$ cat src/rtl/rf_write_arbiter.sv
// rf_write_arbiter
//   Shares the single register-file write port between the in-order writeback
//   stage and a long-latency unit (mul/div). Long-latency results are buffered
//   in a small FIFO and take the port whenever writeback does not write. If the
//   FIFO head is denied MAX_WAIT times in a row, pipe_stall is raised so the head
//   is guaranteed a slot. pending_mask lets decode hold instructions that depend
//   on a buffered destination.
//
// Ports
//   clk, reset        clock; asynchronous active-low reset
//   wb_valid/we/rd/data   writeback slot (rd==0 never writes)
//   lu_valid/rd/data      long-latency result, accepted when lu_ready=1
//   lu_ready          FIFO has room (registered)
//   rf_we/waddr/wdata register-file write port, one cycle after grant
//   pipe_stall        writeback must not present a valid slot
//   pending_mask      one bit per nonzero rd currently held in the FIFO
//   proto_err         sticky: wb_valid seen while pipe_stall=1
module rf_write_arbiter #(
  parameter int DATA_W     = 64,
  parameter int ADDR_W     = 5,
  parameter int FIFO_DEPTH = 2,
  parameter int MAX_WAIT   = 4
) (
  input  logic                   clk,
  input  logic                   reset,
  input  logic                   wb_valid,
  input  logic                   wb_we,
  input  logic [ADDR_W-1:0]      wb_rd,
  input  logic [DATA_W-1:0]      wb_data,
  input  logic                   lu_valid,
  output logic                   lu_ready,
  input  logic [ADDR_W-1:0]      lu_rd,
  input  logic [DATA_W-1:0]      lu_data,
  output logic                   rf_we,
  output logic [ADDR_W-1:0]      rf_waddr,
  output logic [DATA_W-1:0]      rf_wdata,
  output logic                   pipe_stall,
  output logic [2**ADDR_W-1:0]   pending_mask,
  output logic                   proto_err
);

  localparam int PTR_W  = (FIFO_DEPTH > 1) ? $clog2(FIFO_DEPTH) : 1;
  localparam int CNT_W  = PTR_W + 1;
  localparam int WAIT_W = 4;
  localparam int NREGS  = 2**ADDR_W;

  // FIFO storage and control state
  logic [ADDR_W-1:0] fifo_rd_q   [FIFO_DEPTH];
  logic [ADDR_W-1:0] fifo_rd_d   [FIFO_DEPTH];
  logic [DATA_W-1:0] fifo_data_q [FIFO_DEPTH];
  logic [DATA_W-1:0] fifo_data_d [FIFO_DEPTH];
  logic [PTR_W-1:0]  wr_ptr_q, wr_ptr_d;
  logic [PTR_W-1:0]  rd_ptr_q, rd_ptr_d;
  logic [CNT_W-1:0]  count_q, count_d;
  logic              lu_ready_q, lu_ready_d;
  logic [WAIT_W-1:0] wait_cnt_q, wait_cnt_d;

  // Registered write port and sticky error
  logic              rf_we_q, rf_we_d;
  logic [ADDR_W-1:0] rf_waddr_q, rf_waddr_d;
  logic [DATA_W-1:0] rf_wdata_q, rf_wdata_d;
  logic              proto_err_q, proto_err_d;

  // Combinational decode
  logic              wb_wr;
  logic              fifo_nonempty;
  logic              stall_c;
  logic              push;
  logic              head_grant;
  logic              wb_grant;
  logic [ADDR_W-1:0] head_rd;
  logic [DATA_W-1:0] head_data;
  logic [PTR_W-1:0]  offset;
  logic [NREGS-1:0]  pending_c;

  // Grant arbitration and next-state computation. pipe_stall is a pure decode
  // of registered state, so it forces the head through regardless of wb.
  always_comb begin
    wb_wr         = wb_valid & wb_we & (wb_rd != '0);
    fifo_nonempty = (count_q != '0);
    stall_c       = (wait_cnt_q == WAIT_W'(MAX_WAIT)) & fifo_nonempty;
    push          = lu_valid & lu_ready_q;
    head_rd       = fifo_rd_q[rd_ptr_q];
    head_data     = fifo_data_q[rd_ptr_q];
    head_grant    = fifo_nonempty & (stall_c | ~wb_wr);
    wb_grant      = ~stall_c & wb_wr;

    fifo_rd_d   = fifo_rd_q;
    fifo_data_d = fifo_data_q;
    wr_ptr_d    = wr_ptr_q;
    rd_ptr_d    = rd_ptr_q;
    rf_we_d     = 1'b0;
    rf_waddr_d  = rf_waddr_q;
    rf_wdata_d  = rf_wdata_q;
    wait_cnt_d  = wait_cnt_q;
    proto_err_d = proto_err_q | (stall_c & wb_valid);

    if (push) begin
      fifo_rd_d[wr_ptr_q]   = lu_rd;
      fifo_data_d[wr_ptr_q] = lu_data;
      wr_ptr_d              = wr_ptr_q + 1'b1;
    end

    if (head_grant) begin
      rd_ptr_d = rd_ptr_q + 1'b1;
    end

    count_d    = count_q + CNT_W'(push) - CNT_W'(head_grant);
    lu_ready_d = (count_d < CNT_W'(FIFO_DEPTH));

    // A head that is present and not popped this cycle was denied.
    if (head_grant || !fifo_nonempty) begin
      wait_cnt_d = '0;
    end else if (wait_cnt_q != WAIT_W'(MAX_WAIT)) begin
      wait_cnt_d = wait_cnt_q + 1'b1;
    end

    // x0 heads are drained silently; address/data hold on idle cycles.
    if (wb_grant) begin
      rf_we_d    = 1'b1;
      rf_waddr_d = wb_rd;
      rf_wdata_d = wb_data;
    end else if (head_grant && (head_rd != '0)) begin
      rf_we_d    = 1'b1;
      rf_waddr_d = head_rd;
      rf_wdata_d = head_data;
    end
  end

  // Pending destinations: an entry is live if its distance from the read
  // pointer is below the occupancy count.
  always_comb begin
    pending_c = '0;
    offset    = '0;
    for (int i = 0; i < FIFO_DEPTH; i++) begin
      offset = PTR_W'(i) - rd_ptr_q;
      if ((CNT_W'(offset) < count_q) && (fifo_rd_q[i] != '0)) begin
        pending_c[fifo_rd_q[i]] = 1'b1;
      end
    end
  end

  // State registers
  always_ff @(posedge clk or negedge reset) begin
    if (!reset) begin
      for (int i = 0; i < FIFO_DEPTH; i++) begin
        fifo_rd_q[i]   <= '0;
        fifo_data_q[i] <= '0;
      end
      wr_ptr_q    <= '0;
      rd_ptr_q    <= '0;
      count_q     <= '0;
      lu_ready_q  <= 1'b0;
      wait_cnt_q  <= '0;
      rf_we_q     <= 1'b0;
      rf_waddr_q  <= '0;
      rf_wdata_q  <= '0;
      proto_err_q <= 1'b0;
    end else begin
      fifo_rd_q   <= fifo_rd_d;
      fifo_data_q <= fifo_data_d;
      wr_ptr_q    <= wr_ptr_d;
      rd_ptr_q    <= rd_ptr_d;
      count_q     <= count_d;
      lu_ready_q  <= lu_ready_d;
      wait_cnt_q  <= wait_cnt_d;
      rf_we_q     <= rf_we_d;
      rf_waddr_q  <= rf_waddr_d;
      rf_wdata_q  <= rf_wdata_d;
      proto_err_q <= proto_err_d;
    end
  end

  assign lu_ready     = lu_ready_q;
  assign rf_we        = rf_we_q;
  assign rf_waddr     = rf_waddr_q;
  assign rf_wdata     = rf_wdata_q;
  assign pipe_stall   = stall_c;
  assign pending_mask = pending_c;
  assign proto_err    = proto_err_q;

endmodule
$ cat config.mk
export PLATFORM = sky130hd
export DESIGN_NAME = rf_write_arbiter
export DESIGN_NICKNAME = d
export VERILOG_FILES = /design/src/rtl/rf_write_arbiter.sv
export SDC_FILE = /design/constraint.sdc
export NUM_CORES = 1
export LEC_CHECK = 0
export ABC_AREA = 1
export CORE_MARGIN = 2
export CORE_UTILIZATION = 55
export CTS_CLUSTER_DIAMETER = 200
export DETAILED_ROUTE_END_ITERATION = 12
export HOLD_SLACK_MARGIN = 0.05
export PLACE_DENSITY = 0.87
export SLEW_MARGIN = 20
export SYNTH_ARGS = -nofsm -noshare
export SYNTH_HDL_FRONTEND = slang
export SYNTH_SLANG_ARGS = --single-unit
$ cat constraint.sdc
create_clock -name clk -period 4.2 [get_ports clk]
set_input_delay 0.84 -clock clk [delete_from_list [all_inputs] [get_ports clk]]
set_output_delay 0.84 -clock clk [all_outputs]
set_load 0.05 [all_outputs]
==> impl_metrics.tcl, run 1 <==
set metrics [dict create \
    postSynthRegisterBits 218 \
    rows 51 \
    critical-path-max-stage-delay_ps 830 \
    grt_pass1_vias 9568 \
    achievable-frequency_ghz 0.260 \
    synthSimpleGateAreaFrac_pct 33.0 \
    power_frac_clock_pct 18.1 \
    placement.cell_area_um2 13300 \
    buffer_ports.inserted 246 \
    crit_path_capture_type "output port" \
    setup-violations-final 0 \
    post_synth_xor_area_fraction_pct 0.404 \
    standby_leakage_power_nw 7.12 \
    crit_type "reg2out" \
    syn2layout_area_growth_pct 29.7 \
    ys.warnings.count 0 \
    initial_core_util_pct 55.9 \
    arrival_ps 3000 \
    vias_per_cell 5.43 \
    adder_cell_share_of_the_synthesized_area_pct 0.462 \
    tritonroute_pass_1_iters 6 \
    postSynthCellCount 1444 \
    setup_fix_bufs_post_cts 0 \
    drc 0 \
    post_route_cells_drive_above_1_share_pct 4.80 \
    tritoncts_buffer_count 23 \
    grt_max_degree 130 \
    boundaryPins 248 \
    hold_viol_final 0 \
    grt_util_all_layers_pct 27.9 \
    synth_top_family_by_area "simple AND/OR/NAND/NOR gates" \
    outcome "finished clean" \
    die-height_um 144 \
    syn-cell-area_um2 10800 \
    worst_setup_hold_path_clk_slew_ps 70 \
    synth-edff-count 0 \
    ys_seq_area_share_pct 50.4 \
    timing_worst_slew_pin_value_ps 990 \
    routed-via-count 10365 \
    root_buffer "clkbuf_16" \
    fraction_of_the_mapped_netlist_area_in_compound_gates_pct 8.10 \
    design_area_um2 14100 \
    power.density_nw_per_um2 788 \
    critPathRequiredTime_ps 3360 \
    antenna_violations_before_repair 0 \
    routed_wirelength_um 29900 \
    maximum_fanout_along_the_worst_path 10 \
    layout_min_cycle_time_ps 3840 \
    antenna-diode-count 0 \
    place.gp.congestion 0.892 \
    synth-async-reset-ratio_pct 100 \
    die_width_um 144 \
    hold_path.class "in2async" \
    post_synth_top_flop "dfrtp_1" \
    ctsLongestPathBuffers 3 \
    drt-wirelength-per-cell_um 15.6 \
    switching_share_pct 46.1 \
    place_inst 1871 \
    h-tree-depth 1 \
    nets 1778 \
    synth.distinct_cells 30 \
    final.period_utilization_pct 91.5 \
    crit_buf_inv 1 \
    finalNonFillerCells 1910 \
    grt.overflow.total 0 \
    family_of_cells_with_the_greatest_summed_delay_on_the_critical_path "buffers and inverters" \
    mappedNetlistNets 1591 \
    die-area_um2 20800 \
    switching_power_mw 5.10 \
    synth.avg_cell_area_um2 7.50 \
    tns_ps 0 \
    final.fill_count 1522 \
    timing.critical_path.from_type "flop" \
    cts_num_sinks 218 \
    internal_power_mw 5.97 \
    timing.max_cap.violations 0 \
    clock_latency_ps 510 \
    cts_tree "yes" \
    relative_slew_margins_pct 34.0 \
    crit_path_top_delay_cell "clkdlybuf4s50_1" \
    power_frac_seq_pct 32.9 \
    post_cts_hold_buffer_count 0 \
    finalClockSkew_ps 24.5 \
    hold_ws_ps 422 \
    drv_slew 0 \
    core_um2 19400 \
    detailedRoute.firstIterationViolations 875 \
    cts-resized-gates 0 \
    route.antenna.remaining_nets 0 \
    vdd.ir_drop.worst_v 0.000454 \
    first_pass_grt_wire_length_um 47000 \
    dp_hpwl_um 18700 \
    comb_power_share_pct 49.0 \
    synth_mux_area_share_pct 0 \
    design_power_total_mw 11.1 \
    grt_setup_unrepaired "no" \
    worstPathCellList "o21ai_0 -> nand2_1 -> nor2_1 -> nand2_1 -> o21ai_0 -> clkdlybuf4s50_1" \
]
## cells by family after synthesis
kind of cell | after synthesis
AOI/OAI and AO/OA | 174
adders and majority gates | 4
buffers and inverters | 192
other | 1
and+or+nand+nor | 850
DFF | 218
xor gates and xnor gates | 5
## placed cells by master, fill, tap and decap left out, types with 2 or more instances in the layout
master	instances
nor3_1	12
inv_1	91
nand3_1	68
dfrtp_1	217
nor2_1	14
clkbuf_8	4
buf_12	3
o21ai_0	170
clkdlybuf4s50_1	239
bufinv_16	2
nand2_1	665
nand4_1	71
xnor2_1	3
o21ai_1	2
inv_2	3
nand3_4	3
ha_1	4
buf_4	16
clkbuf_16	23
nand3_2	10
clkinv_2	3
xor2_1	2
nand2_2	3
clkbuf_1	5
## final timing paths
kind | start | endpoint | slack (ps) | cells after the start
worst max register to register | wait_cnt_q[0] | rf_wdata[34] | 1240 | 9
worst min-delay path | reset | fifo_rd_q[2] | 420 | 1
min in group clk | proto_err | proto_err | 460 | 1
worst max-delay path | rd_ptr_q | pending_mask[5] | 360 | 6
worst min register to register | proto_err | proto_err | 460 | 1
max in group asynchronous | reset | rf_wdata[25] | 2820 | 2
## power groups by stage
stage,combinational (mW),clock [mW],sequential (mW)
after floorplan,2.87,0,4.55
after global placement,5.25,0,3.61
after detailed placement,5.38,0,3.66
after CTS,5.42,2.04,3.63
after global routing,5.95,2.12,3.75
final,5.43,2.01,3.64
## Yosys cell counts (8+ instances only)
library cell / number / share of area [%]
nand4_1: 71 / 4.1
buf_2: 38 / 1.8
nand3_2: 11 / 1.0
nand3_1: 69 / 3.2
inv_1: 91 / 3.2
o21ai_0: 170 / 7.9
clkbuf_1: 43 / 1.5
buf_4: 8 / 0.55
nor2_1: 14 / 0.49
nor3_1: 12 / 0.55
dfrtp_1: 218 / 50
nand2_1: 665 / 23
## layer usage
| layer | share of wire, % | vias up | track usage (%) |
|---|---|---|---|
| met5 | 0 | - | 0 |
| li1 | - | 4971 | - |
| met2 | 48 | 463 | 46.1 |
| met3 | 6.5 | 77 | 3.54 |
| met4 | 3.5 | 0 | 9.81 |
| met1 | 42 | 4854 | 38.3 |
## sequential cells by signal (all words and copies together) (netlist names)
signal       cells
rf_we            1
count_q          2
wait_cnt_q       4
proto_err        1
lu_ready         1
wr_ptr_q         1
fifo_data_q    128
fifo_rd_q       10
rf_waddr         5
rf_wdata        64
rd_ptr_q         1
## layout make-up
cell class,count,area [um2],area share (%)
clock buffers,32,649,4.62
well taps,265,332,2.36
multi-input cells,1034,4570,32.5
flip-flops and latches,218,5460,38.8
clock inverters,7,95.1,0.677
inverters,95,359,2.56
repair buffers,259,2590,18.4
## stage by stage
| stage | utilization (%) | setup slack (ps) |
|---|---|---|
| after detailed placement | 68.6 | 941 |
| after CTS | 72.4 | 394 |
| after global placement | 68.6 | 1050 |
| after floorplan | - | 1230 |
| final | 72.4 | 358 |
| after global routing | 72.4 | 186 |
No activity file was read; power rests on OpenSTA's default activity.
==> run 2: changes to the inputs <==
Settings changed: GPL_TIMING_DRIVEN from default to 0.
==> run 2 against run 1 <==
Compared with the run above:
- register-to-register slack gained 740 ps
- power rose by 1.9%
- routed wire length up 6.6%
- clock skew decreased by 14 ps
- via count rose by 2.8%
- sequential cell count did not move
==> impl_metrics.tcl, run 2 (same netlist as run 1, synthesis figures left out) <==
set metrics [dict create \
    syn2layout_area_growth_pct 33.1 \
    dp_hpwl_um 22900 \
    hold_path.class "in2async" \
    switching_power_mw 5.21 \
    grt.overflow.total 0 \
    worst_reg2reg_path_startpoint "wait_cnt_q[0]" \
    drc 0 \
    power.density_nw_per_um2 783 \
    worst_setup_hold_path_clk_slew_ps 60 \
    timing.critical_path.from_type "flop" \
    mostFrequentLayoutCell "nand2_1" \
    ctsLongestPathBuffers 3 \
    design_area_um2 14400 \
    setup-violations-final 0 \
    first_pass_grt_wire_length_um 50900 \
    drt-wirelength-per-cell_um 15.9 \
    grt_max_degree 99 \
    arrival_ps 3000 \
    tns_ps 0 \
    cts_tree "yes" \
    drv_slew 0 \
    layout_min_cycle_time_ps 3840 \
    nets 1865 \
    design_power_total_mw 11.3 \
    routed_wirelength_um 31800 \
    power_frac_clock_pct 17.4 \
    switching_share_pct 46.2 \
    grt_setup_unrepaired "no" \
    rows 51 \
    timing.max_cap.violations 0 \
    die_width_um 144 \
    tritonroute_pass_1_iters 5 \
    die-area_um2 20800 \
    antenna_violations_before_repair 0 \
    place.gp.congestion 0.911 \
    antenna-diode-count 0 \
    route.antenna.remaining_nets 0 \
    crit_type "reg2out" \
    relative_slew_margins_pct 52.7 \
    final.period_utilization_pct 91.5 \
    achievable-frequency_ghz 0.260 \
    outcome "finished clean" \
    buffer_ports.inserted 246 \
    most_frequent_cells_in_the_layout "nand2_1 (665), clkdlybuf4s50_1 (245), dfrtp_1 (218), o21ai_0 (170), inv_1 (91)" \
    post_cts_hold_buffer_count 0 \
    boundaryPins 248 \
    h-tree-depth 1 \
    critPathRequiredTime_ps 3360 \
    finalClockSkew_ps 10.8 \
    comb_power_share_pct 50.3 \
    post_route_cells_drive_above_1_share_pct 6.29 \
    crit_path_capture_type "output port" \
    standby_leakage_power_nw 7.30 \
    initial_core_util_pct 55.9 \
    hold_viol_final 0 \
    cts-resized-gates 0 \
    root_buffer "clkbuf_16" \
    core_um2 19400 \
    grt_util_all_layers_pct 30.8 \
    clock_latency_ps 510 \
    worstSetupStartpoint "rd_ptr_q" \
    maximum_fanout_along_the_worst_path 10 \
    setup_fix_bufs_post_cts 0 \
    power_frac_seq_pct 32.3 \
    routed-via-count 10658 \
    detailedRoute.firstIterationViolations 899 \
    internal_power_mw 6.08 \
    number_of_flip_flops_under_the_largest_register_name 128 \
    timing_worst_slew_pin_value_ps 709 \
    grt_pass1_vias 10173 \
    most_flop_heavy_register "fifo_data_q" \
    vdd.ir_drop.worst_v 0.000326 \
    die-height_um 144 \
    placement.cell_area_um2 13700 \
    cts_num_sinks 218 \
    tritoncts_buffer_count 24 \
    vias_per_cell 5.33 \
]
[run 2: area by class of cell]
class                           instances  area (um2)
Buffer                                 97         468
Clock buffer                           36         707
Clock inverter                          5        28.8
Fill cell                            1546        4970
Inverter                               95         359
Multi-Input combinational cell       1034        4550
Sequential cell                       218        5460
Tap cell                              265         332
Timing Repair Buffer                  248        2520
[run 2: path summary, 6_finish.rpt]
kind / end / slack [ps] / depth (start not counted)
min in group clk: proto_err / 470 / 1
max in group asynchronous: fifo_data_q[63] / 2800 / 3
setup / recovery: pending_mask[7] / 360 / 7
hold reg to reg: proto_err / 470 / 1
setup reg to reg: lu_ready / 1980 / 12
hold / removal: fifo_rd_q[6] / 210 / 1
[run 2: routing by layer]
layer  track usage (%)  part of all wire (%)  up-vias
met1              42.0                    42     4961
met4              12.9                   4.4        0
li1                  -                     -     5151
met2              50.1                    47      454
met5                 0                     0        -
met3              3.61                   6.5       92
[run 2: power groups by stage]
stage                     Clock [mW]  Sequential, mW  Combinational, mW
after global routing            2.07            3.74               6.24
after CTS                       1.98            3.63               5.66
after detailed placement           0            3.65               5.61
after floorplan                    0            4.55               2.87
after global placement             0            3.61               5.48
final                           1.97            3.65               5.67
[run 2: metrics by stage]
stage          utilization, %  setup slack (ps)  hold slack, ps  cells
2_1_floorplan               -              1230             453   1444
3_3_place_gp             70.3             -6430             439   1955
3_5_place_dp             70.6               919             451   1957
4_1_cts                  74.4               358             219   1998
5_1_grt                  74.4               217             236   1998
6_report                 74.4               357             206   1998
[run 2: critical path, cell delays in order (launching register included)]
cell and delay (ps):
dfrtp_1 360, buf_4 170, o21ai_0 300, nand2_1 120, nor2_1 460, nand2_1 100, o21ai_0 130, clkdlybuf4s50_1 850
==> run 3: changes to the inputs <==
Settings changed: CORE_UTILIZATION 55 to 46, PLACE_DENSITY 0.87 to 0.77.
Clock period 4.2 ns to 3.5 ns, I/O delays scaled along.
==> run 3 against run 2 <==
Compared with the run above:
- sequential power increased by 19%
- largest cell class unchanged
- routed wire length increased by 2.6%
- clock power increased by 25%
==> impl_metrics.tcl, run 3 (same netlist as run 1, synthesis figures left out) <==
set metrics [dict create \
    outcome "finished clean" \
    relative_slew_margins_pct 54.9 \
    cts_tree "yes" \
    h-tree-depth 1 \
    crit_buf_inv 2 \
    design_power_total_mw 13.6 \
    area_occupied_by_multi_input_gates_um2 4560 \
    timing_worst_slew_pin_value_ps 676 \
    post_cts_hold_buffer_count 0 \
    dp_hpwl_um 23500 \
    ctsLongestPathBuffers 3 \
    timing.critical_path.from_type "flop" \
    place_inst 2011 \
    arrival_ps 2640 \
    buffer_ports.inserted 246 \
    achievable-frequency_ghz 0.299 \
    die-area_um2 24800 \
    initial_core_util_pct 46.6 \
    rows 56 \
    die-height_um 157 \
    maximum_fanout_along_the_worst_path 10 \
    grt_max_degree 83 \
    layout_min_cycle_time_ps 3340 \
    root_buffer "clkbuf_16" \
    number_of_flip_flops_under_the_largest_register_name 128 \
    place.gp.congestion 0.884 \
    worst_reg2reg_path_startpoint "wait_cnt_q[0]" \
    drt-wirelength-per-cell_um 15.9 \
    post_route_cells_drive_above_1_share_pct 6.58 \
    critPathRequiredTime_ps 2800 \
    nets 1864 \
    cts_num_sinks 218 \
    most_frequent_cells_in_the_layout "nand2_1 (665), dfrtp_1 (218), clkdlybuf4s50_1 (214), o21ai_0 (170), inv_1 (91)" \
    tns_ps 0 \
    grt_setup_unrepaired "no" \
    drv_slew 0 \
    critical-path-max-stage-delay_ps 570 \
    finalClockSkew_ps 14.0 \
    route.antenna.remaining_nets 0 \
    family_of_cells_with_the_greatest_summed_delay_on_the_critical_path "buffers and inverters" \
    tritoncts_buffer_count 24 \
    final.fill_count 2113 \
    clock_latency_ps 520 \
    setup_fix_bufs_post_cts 0 \
    die_width_um 157 \
    timing.max_cap.violations 0 \
    power.density_nw_per_um2 939 \
    syn2layout_area_growth_pct 33.8 \
    mostFrequentLayoutCell "nand2_1" \
    setup-violations-final 0 \
    crit_path_capture_type "output port" \
    grt_util_all_layers_pct 26.3 \
    worstSetupStartpoint "rd_ptr_q" \
    boundaryPins 248 \
    grt_pass1_vias 10106 \
    tritonroute_pass_1_iters 5 \
    antenna_violations_before_repair 2 \
    core_um2 23300 \
    first_pass_grt_wire_length_um 51900 \
    timing.reg2reg.setup_slack_ps 1080 \
    final.period_utilization_pct 95.4 \
    register_area_um2 5460 \
    crit_path_top_delay_cell "dlygate4sd2_1" \
    hold_ws_ps 105 \
    most_flop_heavy_register "fifo_data_q" \
    standby_leakage_power_nw 7.47 \
    vdd.ir_drop.worst_v 0.000414 \
    finalNonFillerCells 2053 \
    drc 0 \
    grt.overflow.total 0 \
    worst_setup_hold_path_clk_slew_ps 60 \
    hold_viol_final 0 \
    detailedRoute.firstIterationViolations 853 \
    vias_per_cell 5.13 \
    routed-via-count 10522 \
    hold_path.class "in2async" \
    routed_wirelength_um 32600 \
    worstPathCellList "buf_4 -> o21ai_0 -> nand2_1 -> nor2_2 -> nand2_1 -> o21ai_0 -> dlygate4sd2_1" \
    crit_type "reg2out" \
]
[run 3: path summary, 6_finish.rpt]
check | endpoint | cells past startpoint
max in group asynchronous | fifo_data_q[60] | 3
min in group clk | proto_err | 1
worst max register to register | lu_ready | 12
worst min register to register | proto_err | 1
worst max-delay path | pending_mask[7] | 7
worst min-delay path | rf_wdata[28] | 1
[run 3: timing repair]
action / in CTS / in global routing
hold endpoints to repair: 0 / 0
setup endpoints to repair: 31 / 2
gates resized for setup: 33 / 1
[run 3: report_power, final]
group / internal, mW / total [mW] / switching, mW
registers: 3.67 / 4.35 / 0.674
clock network: 1.46 / 2.47 / 1.01
logic: 2.19 / 6.80 / 4.61
total: 7.32 / 13.6 / 6.30
[run 3: routing by layer]
| layer | vias to the layer above | global-route usage [%] | wire length (um) | part of all wire [%] |
|---|---|---|---|---|
| met5 | - | 0 | 15 | 0.046 |
| met3 | 81 | 3.50 | 1930 | 5.9 |
| met2 | 382 | 43.0 | 15500 | 47 |
| met1 | 4903 | 35.9 | 14000 | 43 |
| met4 | 2 | 9.96 | 1210 | 3.7 |
| li1 | 5154 | - | - | - |
[run 3: final cells by class]
cell class / count / share of cell area [%]
sequential: 218 / 37.6
antenna: 1 / 0.0173
clock inverter: 8 / 0.492
multi-input combinational: 1034 / 31.5
tap: 319 / 2.75
timing repair buffer: 248 / 17.2
buffer: 96 / 3.20
clock buffer: 34 / 4.82
inverter: 95 / 2.48
[run 3: through the flow]
step | worst slack (ps) | cell area, um2 | util [%]
finish | 160 | 14500 | 62.3
detailed placement | 325 | 13800 | 59.1
CTS | -26.3 | 14500 | 62.3
floorplan | 673 | 10800 | -
global route | 35.5 | 14500 | 62.3
global placement | -7200 | 13700 | 58.9
